--- src/rtl/war_round_scorer_if.sv ---
// Round request and score/status bundle between a dealer and the War scoring core.
interface war_round_scorer_if;
    logic       deal;
    logic [3:0] card_p1;
    logic [3:0] card_p2;
    logic [3:0] score_p1;
    logic [3:0] score_p2;
    logic [1:0] winner;
    logic [3:0] pot;
    logic       war_pending;
    logic       busy;
    logic       err;
    logic       game_over;

    modport master (
        output deal, card_p1, card_p2,
        input  score_p1, score_p2, winner, pot, war_pending, busy, err, game_over
    );

    modport slave (
        input  deal, card_p1, card_p2,
        output score_p1, score_p2, winner, pot, war_pending, busy, err, game_over
    );
endinterface

--- src/rtl/war_round_scorer.sv ---
// War card-game round scorer: compares one card per player, grows a pot on ties,
// awards the pot to the next round winner and stops once a score reaches WIN_SCORE.
module war_round_scorer #(
    parameter int WIN_SCORE = 15,
    parameter int MAX_RANK  = 12
) (
    input logic               clk,
    input logic               resetn,
    war_round_scorer_if.slave bus
);
    typedef enum logic [1:0] {IDLE, CMP, AWARD, DONE} state_t;

    localparam logic [4:0] WIN5 = 5'(WIN_SCORE);
    localparam logic [3:0] MAX4 = 4'(MAX_RANK);

    state_t     state_reg;
    logic [3:0] card_reg  [2];
    logic [3:0] score_reg [2];
    logic [3:0] award_score [2];
    logic [1:0] winner_reg;
    logic [3:0] pot_reg;
    logic       war_reg;
    logic       err_reg;
    logic       over_reg;

    // Sum at 5 bits so a large pot cannot wrap before saturation.
    genvar gi;
    generate
        for (gi = 0; gi < 2; gi++) begin : g_award
            logic [4:0] sum;
            assign sum             = {1'b0, score_reg[gi]} + {1'b0, pot_reg};
            assign award_score[gi] = (sum >= WIN5) ? WIN5[3:0] : sum[3:0];
        end
    endgenerate

    always_ff @(posedge clk) begin
        if (!resetn) begin
            state_reg    <= IDLE;
            card_reg[0]  <= 4'd0;
            card_reg[1]  <= 4'd0;
            score_reg[0] <= 4'd0;
            score_reg[1] <= 4'd0;
            winner_reg   <= 2'b00;
            pot_reg      <= 4'd1;
            war_reg      <= 1'b0;
            err_reg      <= 1'b0;
            over_reg     <= 1'b0;
        end else begin
            err_reg <= 1'b0;
            case (state_reg)
                IDLE: begin
                    if (bus.deal) begin
                        card_reg[0] <= bus.card_p1;
                        card_reg[1] <= bus.card_p2;
                        state_reg   <= CMP;
                    end
                end
                CMP: begin
                    if ((card_reg[0] > MAX4) || (card_reg[1] > MAX4)) begin
                        err_reg   <= 1'b1;
                        state_reg <= IDLE;
                    end else if (card_reg[0] == card_reg[1]) begin
                        winner_reg <= 2'b11;
                        war_reg    <= 1'b1;
                        if (pot_reg != 4'hF) begin
                            pot_reg <= pot_reg + 4'd1;
                        end
                        state_reg <= IDLE;
                    end else begin
                        winner_reg <= (card_reg[0] > card_reg[1]) ? 2'b01 : 2'b10;
                        state_reg  <= AWARD;
                    end
                end
                AWARD: begin
                    // winner_reg[1] selects player 2 (10) versus player 1 (01).
                    score_reg[winner_reg[1]] <= award_score[winner_reg[1]];
                    pot_reg <= 4'd1;
                    war_reg <= 1'b0;
                    if (award_score[winner_reg[1]] == WIN5[3:0]) begin
                        over_reg  <= 1'b1;
                        state_reg <= DONE;
                    end else begin
                        state_reg <= IDLE;
                    end
                end
                DONE: begin
                    state_reg <= DONE;
                end
                default: state_reg <= IDLE;
            endcase
        end
    end

    assign bus.score_p1    = score_reg[0];
    assign bus.score_p2    = score_reg[1];
    assign bus.winner      = winner_reg;
    assign bus.pot         = pot_reg;
    assign bus.war_pending = war_reg;
    assign bus.err         = err_reg;
    assign bus.game_over   = over_reg;
    assign bus.busy        = (state_reg != IDLE);
endmodule

--- src/flat_wrapper.sv ---
// flat-port wrapper written by rule: the top's interface ports become plain ports
module war_round_scorer_flat 
#(
    parameter int WIN_SCORE = 15,
    parameter int MAX_RANK  = 12
)
  (clk, resetn, bus_deal, bus_card_p1, bus_card_p2, bus_score_p1, bus_score_p2, bus_winner, bus_pot, bus_war_pending, bus_busy, bus_err, bus_game_over);
  war_round_scorer_if bus_i ();
  input logic clk;
  input logic resetn;
  input wire logic [$bits(bus_i.deal)-1:0] bus_deal;
  input wire logic [$bits(bus_i.card_p1)-1:0] bus_card_p1;
  input wire logic [$bits(bus_i.card_p2)-1:0] bus_card_p2;
  output wire logic [$bits(bus_i.score_p1)-1:0] bus_score_p1;
  output wire logic [$bits(bus_i.score_p2)-1:0] bus_score_p2;
  output wire logic [$bits(bus_i.winner)-1:0] bus_winner;
  output wire logic [$bits(bus_i.pot)-1:0] bus_pot;
  output wire logic [$bits(bus_i.war_pending)-1:0] bus_war_pending;
  output wire logic [$bits(bus_i.busy)-1:0] bus_busy;
  output wire logic [$bits(bus_i.err)-1:0] bus_err;
  output wire logic [$bits(bus_i.game_over)-1:0] bus_game_over;
  assign bus_i.deal = bus_deal;
  assign bus_i.card_p1 = bus_card_p1;
  assign bus_i.card_p2 = bus_card_p2;
  assign bus_score_p1 = bus_i.score_p1;
  assign bus_score_p2 = bus_i.score_p2;
  assign bus_winner = bus_i.winner;
  assign bus_pot = bus_i.pot;
  assign bus_war_pending = bus_i.war_pending;
  assign bus_busy = bus_i.busy;
  assign bus_err = bus_i.err;
  assign bus_game_over = bus_i.game_over;
  war_round_scorer #(.WIN_SCORE(WIN_SCORE), .MAX_RANK(MAX_RANK)) u_core (.clk(clk), .resetn(resetn), .bus(bus_i));
endmodule
--- config.mk ---
export PLATFORM = sky130hd
export DESIGN_NAME = war_round_scorer_flat
export DESIGN_NICKNAME = d
export VERILOG_FILES = /design/src/rtl/war_round_scorer_if.sv /design/src/rtl/war_round_scorer.sv /design/src/flat_wrapper.sv
export SDC_FILE = /design/constraint.sdc
export NUM_CORES = 1
export LEC_CHECK = 0
export CELL_PAD_IN_SITES_DETAIL_PLACEMENT = 1
export CELL_PAD_IN_SITES_GLOBAL_PLACEMENT = 1
export CORE_MARGIN = 10
export CORE_UTILIZATION = 40
export DETAILED_ROUTE_END_ITERATION = 10
export GPL_ROUTABILITY_DRIVEN = 0
export PLACE_DENSITY_LB_ADDON = 0.1
export SLEW_MARGIN = 30
export SYNTH_ARGS = -nofsm -noshare
export SYNTH_HDL_FRONTEND = slang
export SYNTH_SLANG_ARGS = --single-unit
--- constraint.sdc ---
create_clock -name clk -period 3.2 [get_ports clk]
set_input_delay 0.64 -clock clk [delete_from_list [all_inputs] [get_ports clk]]
set_output_delay 0.64 -clock clk [all_outputs]
set_load 0.02 [all_outputs]
==> impl_metrics.csv <==
group,metric,value,unit
routing,first_iter_violations,79,
global_route,track_usage,12.2,%
sta,relSlewSlack,59.9,%
routing,wl,4370,um
synthesis,ys_top_cells_by_area,"edfxtp_1, ha_1, dfxtp_1",
cts,cts_tree,"yes",
synthesis,syn_nets,187,
routing,wl_per_cell,18.4,um
global_route,grt_pass1_wl,7160,um
cts,clk_pin_slew_worst_paths,0.10,ns
finish,final_nets,221,
finish,drive_gt1_share,6.88,%
die,initial_core_util,42.4,%
setup_path,cp.required,3.40,ns
cts,post_cts_resize_count,0,
die,core.rowCount,22,
synthesis,syn_inst,156,
synthesis,synth_area_leader_cell,"edfxtp_1",
die,dieArea,6930,sq um
sta,setup_viol,0,
routing,route.met2.wl,2300,um
synthesis,synthArstFlopShare,0,%
synthesis,ys_dominant_reg_cell,"edfxtp_1",
cts,cts_num_sinks,27,
die,die_w,83.3,um
place,dpl.cell_count,233,
place,dp_hpwl,3460,um
routing,highest_layer,"met4",
finish,stdcell_count,237,
finish,area_growth,24.9,%
finish,antenna_cells,0,
global_route,first_global_vias,1456,
cts,clockBufferDepth,2,
synthesis,syn_avg_cell_area,10.3,sq um
routing,route.met3.wl,235,um
place,io_buffers,28,
routing,vias_per_cell,5.73,
finish,final_common_cell,"clkdlybuf4s50_1",
flow_run,cap_violations,0,
setup_path,crit_fanout,9,
synthesis,synth.distinct_cells,42,
cts,cts_buffers,3,
setup_path,criticalPathCategory,"register to register",
routing,m1WireLength,1720,um
min_path,holdCritPathClass,"register to register",
setup_path,reg2reg_depth,6,
die,core_area,3770,sq um
power_and_ir_drop,p_per_area,616,nW/um^2
cts,cts_max_level,1,
routing,dr.pass1.iters,4,
sta,timing.fmax,371,MHz
sta,tns,0,ns
synthesis,synth-edff-count,16,
synthesis,ys_warn_count,0,
synthesis,synth-seq-area-share,43.8,%
synthesis,synth_seq_cells,27,
setup_path,cp-start-kind,"register",
cts,cts_hold_buf,0,
cts,clockRootBuffer,"clkbuf_8",
routing,num_vias,1357,
sta,slew_violations,0,
global_route,grt_max_degree,16,
synthesis,syn_area,1600,sq um
routing,final_antenna_net_count,0,
setup_path,endpoint_kind,"register",
synthesis,synth_top_area_share,30.0,%
power_and_ir_drop,p_leak,0.830,nW
die,die_y,83.3,um
sta,fin_crit_sh,84.2,%
sta,fin_crit,2.69,ns
sta,tightest_slew,0.595,ns
finish,fin_util,53.0,%
die,pin_count,29,
global_route,grt.overflow.total,0,
sta,skew,0.00554,ns
cts,worstSkewPairLatency,0.28,ns
sta,rsz0062_at_grt,"no",
min_path,whs_path_depth,2,
finish,final_cell_mix,"clkdlybuf4s50_1, ha_1, edfxtp_1, nor2_1",
routing,drc,0,
run_status,outcome,"complete, no violations",
power_and_ir_drop,peakVddDrop,0.000292,V
sta,hold_viol,0,
global_route,antenna_found_initial,0,
cts,post-cts-setup-buffer-count,0,
setup_path,arrival,2.89,ns
## synthesized netlist by cell type (2+ instances only)
library cell and instances:
nor3_1 2, ha_1 18, dfxtp_1 11, o211ai_1 2
nand3_1 4, o21ai_0 7, and2_1 8, o32ai_1 2
nand3b_1 2, or4_1 2, nand2_1 10, a21oi_1 8
a31oi_1 3, inv_1 11, edfxtp_1 16, nand2b_1 2
nor2_1 13, fa_1 2, nor2b_1 5, a211oi_1 2
a21o_1 2, nand4_1 4
## final cells by class
cell class / count / area (sq um)
Tap cell: 48 / 60.1
Multi-Input combinational cell: 116 / 851
Timing Repair Buffer: 30 / 295
Inverter: 12 / 45.0
Clock buffer: 3 / 41.3
Sequential cell: 27 / 701
Clock inverter: 1 / 5.00
Fill cell: 433 / 1770
## kinds of logic after synthesis
| logic type | after synthesis | synth area share, % |
|---|---|---|
| simple gates | 61 | 21.3 |
| buf+inv | 13 | 3.05 |
| xor+xnor | 1 | 0.547 |
| mux | 1 | 0.626 |
| fa+ha+maj | 20 | 16.6 |
| compound gates | 33 | 14.2 |
| flops | 27 | 43.8 |
## metal layers
metal	global-route usage, %	vias up
li1	-	645
met5	0	-
met1	12.5	657
met3	3.22	12
met4	5.23	0
met2	22.5	43
## worst max-delay path: stages (launching register included)
cell	delay, ns
dfxtp_1	0.59
ha_1	0.33
a21o_1	0.21
and4b_1	0.19
or4_1	0.58
or4_4	0.53
a311oi_2	0.20
## metrics by stage
stage | power [W] | cell area, sq um | hold slack, ns | worst slack [ns]
after floorplan | 0.000821 | 1600 | 0.522 | 0.645
after global placement | 0.000998 | 1950 | 0.442 | 0.656
after detailed placement | 0.00103 | 1950 | 0.456 | 0.548
after CTS | 0.00124 | 2000 | 0.475 | 0.516
after global routing | 0.00132 | 2000 | 0.505 | 0.383
final | 0.00123 | 2000 | 0.470 | 0.505
## report_power, final
part           internal (W)  total (W)  switching, W
registers          0.000426   0.000495     0.0000690
logic              0.000235   0.000538      0.000304
clock network     0.0000874   0.000198      0.000110
## worst paths after layout
check	startpoint	endpoint	slack (ns)
worst max-delay path	u_core.bus.pot[1]	u_core.state_reg[1]	0.51
worst min-delay path	u_core.bus.game_over	u_core.bus.game_over	0.47
worst max register to register	u_core.bus.pot[1]	u_core.state_reg[1]	0.51
worst min register to register	u_core.bus.game_over	u_core.bus.game_over	0.47
(Power assumes the default switching activity.)
